===== config.mk =====
export PLATFORM = sky130hd
export DESIGN_NAME = gun_cursor_ctrl
export DESIGN_NICKNAME = d
export VERILOG_FILES = /design/src/rtl/gun_cursor_ctrl.sv
export SDC_FILE = /design/constraint.sdc
export NUM_CORES = 1
export LEC_CHECK = 0
export BUFFER_PORTS_ARGS = -buffer_cell sky130_fd_sc_hd__buf_2
export CAP_MARGIN = 5
export CORE_MARGIN = 8
export CORE_UTILIZATION = 40
export DETAILED_ROUTE_END_ITERATION = 6
export PLACE_DENSITY_LB_ADDON = 0.1
export SETUP_SLACK_MARGIN = 0.02
export SKIP_CTS_REPAIR_TIMING = 1
export SYNTH_ARGS = -nofsm -noshare
export SYNTH_HDL_FRONTEND = slang
export SYNTH_SLANG_ARGS = --single-unit

===== constraint.sdc =====
create_clock -name clk_12 -period 7.4 [get_ports clk_12]
set_input_delay 1.11 -clock clk_12 [delete_from_list [all_inputs] [get_ports clk_12]]
set_output_delay 1.11 -clock clk_12 [all_outputs]
set_load 0.02 [all_outputs]

===== src/rtl/gun_cursor_ctrl.sv =====
// Cursor position controller for the williams2 light-gun inputs: digital joystick with
// per-axis acceleration and a relative mouse stream, both paced by the 4 ms game strobe.
module gun_cursor_ctrl #(
    parameter int POS_MAX     = 63,
    parameter int CENTER      = 32,
    parameter int SLOW_DIV    = 2,
    parameter int ACCEL_HOLD  = 8,
    parameter int FAST_STEP   = 2,
    parameter int MOUSE_SHIFT = 2
) (
    input  logic       clk_12,
    input  logic       reset,
    input  logic       tick_4ms,
    input  logic       joy_left,
    input  logic       joy_right,
    input  logic       joy_up,
    input  logic       joy_down,
    input  logic       recenter,
    input  logic       mouse_valid,
    input  logic [8:0] mouse_dx,
    input  logic [8:0] mouse_dy,
    output logic       mouse_ready,
    output logic [5:0] gun_h,
    output logic [5:0] gun_v,
    output logic       src_mouse,
    output logic       gun_upd
);

    localparam int                 DIV_W     = $clog2(SLOW_DIV + 1);
    localparam int                 HOLD_W    = $clog2(ACCEL_HOLD + 1);
    localparam logic [DIV_W-1:0]   DIV_LAST  = DIV_W'(SLOW_DIV - 1);
    localparam logic [DIV_W-1:0]   DIV_ONE   = DIV_W'(1);
    localparam logic [HOLD_W-1:0]  HOLD_MAX  = HOLD_W'(ACCEL_HOLD);
    localparam logic [HOLD_W-1:0]  HOLD_ONE  = HOLD_W'(1);
    localparam logic [5:0]         CENTER_P  = 6'(CENTER);
    localparam logic [5:0]         POS_MAX_P = 6'(POS_MAX);
    localparam logic signed [12:0] POS_MAX_S = 13'(POS_MAX);
    localparam logic signed [12:0] ACC_MAX   = 13'sd2047;
    localparam logic signed [12:0] ACC_MIN   = -13'sd2047;
    localparam logic [11:0]        RES_MASK  = 12'((1 << MOUSE_SHIFT) - 1);
    localparam logic signed [3:0]  STEP_ONE  = 4'sd1;
    localparam logic signed [3:0]  STEP_FAST = 4'(FAST_STEP);

    typedef enum logic [1:0] {
        ST_IDLE = 2'd0,
        ST_SLOW = 2'd1,
        ST_FAST = 2'd2
    } axis_st_e;

    typedef struct packed {
        axis_st_e            st;
        logic                dir_neg;
        logic [DIV_W-1:0]    div;
        logic [HOLD_W-1:0]   hold;
    } axis_t;

    localparam axis_t AXIS_IDLE = '{st: ST_IDLE, dir_neg: 1'b0, div: '0, hold: '0};

    // One tick of the acceleration machine; hold reaching ACCEL_HOLD takes effect on the following tick.
    function automatic axis_t axis_next(input axis_t cur, input logic mv, input logic neg,
                                        output logic signed [3:0] step);
        axis_t             nxt;
        logic signed [3:0] unit;
        nxt  = cur;
        step = 4'sd0;
        unit = neg ? -STEP_ONE : STEP_ONE;
        case (cur.st)
            ST_IDLE: begin
                if (mv) begin
                    nxt  = '{st: ST_SLOW, dir_neg: neg, div: '0, hold: HOLD_ONE};
                    step = unit;
                end else begin
                    nxt = AXIS_IDLE;
                end
            end
            ST_SLOW, ST_FAST: begin
                if (!mv) begin
                    nxt = AXIS_IDLE;
                end else if (neg != cur.dir_neg) begin
                    nxt  = '{st: ST_SLOW, dir_neg: neg, div: '0, hold: HOLD_ONE};
                    step = unit;
                end else if (cur.st == ST_FAST) begin
                    step = neg ? -STEP_FAST : STEP_FAST;
                end else begin
                    if (cur.div == DIV_LAST) begin
                        nxt.div = '0;
                        step    = unit;
                    end else begin
                        nxt.div = cur.div + DIV_ONE;
                    end
                    if (cur.hold == HOLD_MAX) begin
                        nxt.st = ST_FAST;
                    end else begin
                        nxt.hold = cur.hold + HOLD_ONE;
                    end
                end
            end
            default: nxt = AXIS_IDLE;
        endcase
        return nxt;
    endfunction

    function automatic logic [5:0] sat_pos(input logic [5:0] pos, input logic signed [12:0] delta);
        logic signed [12:0] sum;
        sum = $signed({7'd0, pos}) + delta;
        if (sum < 13'sd0) begin
            return 6'd0;
        end else if (sum > POS_MAX_S) begin
            return POS_MAX_P;
        end else begin
            return sum[5:0];
        end
    endfunction

    function automatic logic signed [11:0] acc_add(input logic signed [11:0] acc, input logic [8:0] d);
        logic signed [12:0] sum;
        sum = $signed({acc[11], acc}) + $signed({{4{d[8]}}, d});
        if (sum > ACC_MAX) begin
            return 12'sd2047;
        end else if (sum < ACC_MIN) begin
            return -12'sd2047;
        end else begin
            return sum[11:0];
        end
    endfunction

    logic                tick_d_r, run_r, src_r, upd_r;
    logic [5:0]          h_r, v_r, h_s, v_s;
    axis_t               ax_h_r, ax_v_r, ax_h_s, ax_v_s, ax_h_t, ax_v_t;
    logic signed [11:0]  acc_x_r, acc_y_r, acc_x_s, acc_y_s;
    logic signed [11:0]  q_x_s, q_y_s;
    logic signed [3:0]   step_h_s, step_v_s;
    logic                src_s, tick_rise_s, ready_s, accept_s, any_joy_s;

    assign tick_rise_s = tick_4ms & ~tick_d_r;
    assign ready_s     = run_r & ~tick_rise_s;
    assign accept_s    = mouse_valid & ready_s;
    assign any_joy_s   = joy_left | joy_right | joy_up | joy_down;

    // Candidate joystick FSM step per axis; opposing directions cancel to "no move".
    always_comb begin
        ax_h_t = axis_next(ax_h_r, joy_left ^ joy_right, joy_left & ~joy_right, step_h_s);
        ax_v_t = axis_next(ax_v_r, joy_up ^ joy_down, joy_up & ~joy_down, step_v_s);
    end

    // Next-state arbitration: recenter, then tick-paced moves, then mouse accumulation.
    always_comb begin
        h_s     = h_r;
        v_s     = v_r;
        ax_h_s  = ax_h_r;
        ax_v_s  = ax_v_r;
        acc_x_s = acc_x_r;
        acc_y_s = acc_y_r;
        src_s   = src_r;
        q_x_s   = acc_x_r >>> MOUSE_SHIFT;
        q_y_s   = acc_y_r >>> MOUSE_SHIFT;
        if (recenter) begin
            // A packet accepted in this cycle is discarded along with the accumulators.
            h_s     = CENTER_P;
            v_s     = CENTER_P;
            ax_h_s  = AXIS_IDLE;
            ax_v_s  = AXIS_IDLE;
            acc_x_s = 12'sd0;
            acc_y_s = 12'sd0;
        end else if (tick_rise_s) begin
            ax_h_s = ax_h_t;
            ax_v_s = ax_v_t;
            if (any_joy_s) begin
                h_s     = sat_pos(h_r, {{9{step_h_s[3]}}, step_h_s});
                v_s     = sat_pos(v_r, {{9{step_v_s[3]}}, step_v_s});
                src_s   = 1'b0;
                acc_x_s = 12'sd0;
                acc_y_s = 12'sd0;
            end else if (src_r) begin
                h_s     = sat_pos(h_r, {q_x_s[11], q_x_s});
                v_s     = sat_pos(v_r, {q_y_s[11], q_y_s});
                acc_x_s = $signed(acc_x_r & RES_MASK);
                acc_y_s = $signed(acc_y_r & RES_MASK);
            end else begin
                src_s = src_r;
            end
        end else if (accept_s) begin
            acc_x_s = acc_add(acc_x_r, mouse_dx);
            acc_y_s = acc_add(acc_y_r, mouse_dy);
            if ((mouse_dx != 9'd0) || (mouse_dy != 9'd0)) begin
                src_s = 1'b1;
            end else begin
                src_s = src_r;
            end
        end else begin
            src_s = src_r;
        end
    end

    // State registers; gun_upd flags a real change of either position.
    always_ff @(posedge clk_12 or negedge reset) begin
        if (!reset) begin
            tick_d_r <= 1'b0;
            run_r    <= 1'b0;
            h_r      <= CENTER_P;
            v_r      <= CENTER_P;
            ax_h_r   <= AXIS_IDLE;
            ax_v_r   <= AXIS_IDLE;
            acc_x_r  <= 12'sd0;
            acc_y_r  <= 12'sd0;
            src_r    <= 1'b0;
            upd_r    <= 1'b0;
        end else begin
            tick_d_r <= tick_4ms;
            run_r    <= 1'b1;
            h_r      <= h_s;
            v_r      <= v_s;
            ax_h_r   <= ax_h_s;
            ax_v_r   <= ax_v_s;
            acc_x_r  <= acc_x_s;
            acc_y_r  <= acc_y_s;
            src_r    <= src_s;
            upd_r    <= (h_s != h_r) || (v_s != v_r);
        end
    end

    assign mouse_ready = ready_s;
    assign gun_h       = h_r;
    assign gun_v       = v_r;
    assign src_mouse   = src_r;
    assign gun_upd     = upd_r;

endmodule


==> metrics.md <==
| Metric | Value |
|---|---|
| Status | finished, final reports clean |
| Tot GR Track Use | between 10% and 20% |
| Die X | between 100 and 150 um |
| Syn avg cell area | around 8 um^2 |
| Max Clk Rate | around 220 MHz |
| Clock transition at the registers of the reported paths | 0.06 ns |
| Root Buffer | clkbuf_16 |
| Relative slew margins | roughly 22% |
| Max FO, Critical Path | 7 |
| Worst-Margin Slew | ~1.2 ns |
| Std cell rows | 44 |
| Post-synthesis async set-or-reset flop share | between 90% and 100% |
| Post-Syn Nets | ~840 |
| Max-cap violations | 0 |
| GPL Wtd Cong | roughly 0.92 |
| Pin count of the biggest net entering global routing | 59 |
| Area Growth Syn to Fin | 10.93% |
| Global-route wire length before repair | about 29,000 um |
| Fin crit share | between 60% and 70% |
| Startpoint types | primary input |
| Pins Over Slew Limit | 0 |
| Die H | approximately 140 um |
| Cell area after layout | between 6000 and 7000 um^2 |
| DP Area | about 6300 um^2 |
| Main synth FF type | dfrtp_1 |
| Data arrival time of the critical path | between 4 and 5 ns |
| Yosys warnings | 0 |
| Synth top area share | between 20% and 30% |
| Final hold viol count | 0 |
| Library cells used by synthesis | between 70 and 80 |
| Commonest non-fill, non-tap cell in the layout | nand2_1 |
| Final #Nets | approximately 870 |
| Die ar. | 19,110 um^2 |
| Non-Filler Instances | 972 |
| Synth area leader | dfrtp_1 |
| Clock Latency Late Sink | between 0.3 and 0.4 ns |
| RSZ-0062 raised after global routing | false |
| Met3 GRT Util | roughly 3.2% |
| Drt wl/cell | between 15 and 20 um |
| Post-Place Worst Slack | between 2 and 3 ns |
| Tmin final | 4.573 ns |
| Final setup TNS | 0 ns |
| Mapped Area | about 6000 um^2 |
| First-pass DRT Iterations | 7 |
| Final ANT Viol Nets | 0 |
| Share of post-route cells with drive strength above 1 | 11.17% |
| Starting Density | around two fifths |
| Slowest stage cell, crit path | fa_1 |
| Core Box Area | roughly 15,000 um^2 |
| Final setup skew | 0.007537 ns |
| Total global routing overflow | 0 |
| Placed Instances | approximately 960 |
| Worst Hold Margin | roughly 0.52 ns |
| Min-Delay Path Class | flop to flop |
| I/O Buffers | 41 |
| Worst Path Required | approximately 7.6 ns |
| Crit-path leading delay family | simple AND/OR/NAND/NOR gates |
| PwrDens | around 300 nW/um^2 |
| Vias in the first global route | 5,806 |
| Post-synth EDFFs | 0 |
| CTS tree | done |
| Leak | roughly 3 nW |
| HPWL after DPL | approximately 13,000 um |
| Crit path largest cell delay | around 0.44 ns |
| Initial DRC Count | 350 |
| Total number of vias | 5,838 |
| GR Util met2 | between 20% and 30% |
| Critical Path, Cell by Cell | buf_2 > inv_1 > ha_1 > xnor2_1 > o21ai_0 > a21oi_1 > nor3_1 > ha_1 > fa_1 > or3_1 > nand2_1 > a221oi_1 > or2_2 > o311ai_1 > nor3_1 > a211o_1 > nor4_1 > nand4_1 |
| Maximum VDD drop | between 150 and 200 uV |
| H-tree depth | 3 |
| Antenna cells | 0 |
| Antenna violations before repair | 0 |
| WS Path Type | primary input to flop |
| Sequential area share after synthesis | about a quarter |
| Setup crit end kind | flop |
| CTS max path bufs | 2 |
| Synthesized flop and latch total | 58 |
| Top cells by area, synth | dfrtp_1 23%, ha_1 12%, o21ai_0 5.1% |
| Clock tree sinks | 58 |
| CTS Buf Count | 9 |
| GR peak layer | met2 |
| Commonest non-fill, non-tap cells in the layout | 65 x nand2_1, 61 x o21ai_0, 57 x nor2_1 |
| Fin util | between 40% and 50% |
| Ports | 42 |
| Via/cell ratio | approximately 6 |
| Total power | 2.002 mW |
| Final WL | around 17,000 um |
| Post-Synthesis Cells | 751 |
| Final setup fails | 0 |
| GRT met1 Usage | between 20% and 30% |
| Crit path buf inv count | 2 |
| Final WS setup | roughly 2.8 ns |
| Drc violations | 0 |
[power by group]
group	internal (mW)	leakage [nW]	switching (mW)
clock	0.258	0.142	0.149
sequential	0.393	0.757	0.109
combinational	0.461	2.07	0.632
[cell families (layout without fill, tap and decap cells)]
logic type | Yosys count | in the layout | synth area share (%)
XOR/XNOR | 28 | 28 | 4.102
other | 1 | 1 | 0.06273
AO/OA/AOI/OAI | 261 | 261 | 29.41
adder cells (fa/ha/maj) | 66 | 66 | 14.36
buffers and inverters | 65 | 102 | 4.228
multiplexers | 7 | 7 | 1.298
AND/OR/NAND/NOR | 265 | 265 | 22.23
flip-flops | 58 | 58 | 24.32
[cells in the mapped netlist, drive strengths merged (9+ instances only)]
master / count
nand2: 65
o21ai: 62
a21oi: 58
nor2: 57
dfrtp: 56
ha: 55
inv: 41
nand3: 30
nor3: 24
clkbuf: 22
nand2b: 16
xnor2: 16
a21o: 15
nor2b: 13
o21a: 13
nor4: 12
xor2: 12
a211oi: 11
a31oi: 10
o21bai: 9
or2: 9
[worst paths after layout]
path                                     to      start  slack, ns  cells after the start
worst max-delay path                gun_upd   joy_down       2.83                     18
worst min register to register    ax_h_r[5]  ax_h_r[5]       0.52                      1
worst max register to register      gun_upd  ax_v_r[8]       3.31                     15
worst min-delay path              ax_h_r[5]  ax_h_r[5]       0.52                      1
min in group asynchronous         ax_v_r[8]      reset       0.93                      2
max in group asynchronous       acc_x_r[11]      reset       5.94                      2
[state kept, by name, summed over array words and instances, names as in the netlist]
name and flops:
acc_x_r 12, acc_y_r 12, ax_h_r 9, ax_v_r 9
gun_h 6, gun_v 6, gun_upd 1, run_r 1
src_mouse 1, tick_d_r 1
[worst reg2reg max path, delay by kind of cell (launching register included)]
family                     cells  cell delay [ns]
buffers and inverters          1             0.07
DFF                            1             0.38
adders and majority gates      2             0.65
AOI/OAI and AO/OA              7             1.73
and+or+nand+nor                5             1.13
[routing by layer]
metal / wire, um / up-vias
li1: - / 2880
met1: 7736 / 2748
met2: 7930 / 177
met3: 878 / 33
met4: 425 / 0
met5: 0 / -
[area by class of cell]
| class | instances | area (um^2) |
|---|---|---|
| Clock inverter | 6 | 57.56 |
| Fill cell | 1452 | 7958 |
| Tap cell | 184 | 230.2 |
| Sequential cell | 58 | 1454 |
| Clock buffer | 10 | 229.0 |
| Timing Repair Buffer | 45 | 235.2 |
| Inverter | 41 | 153.9 |
| Multi-Input combinational cell | 628 | 4272 |
(Power assumes the default switching activity.)
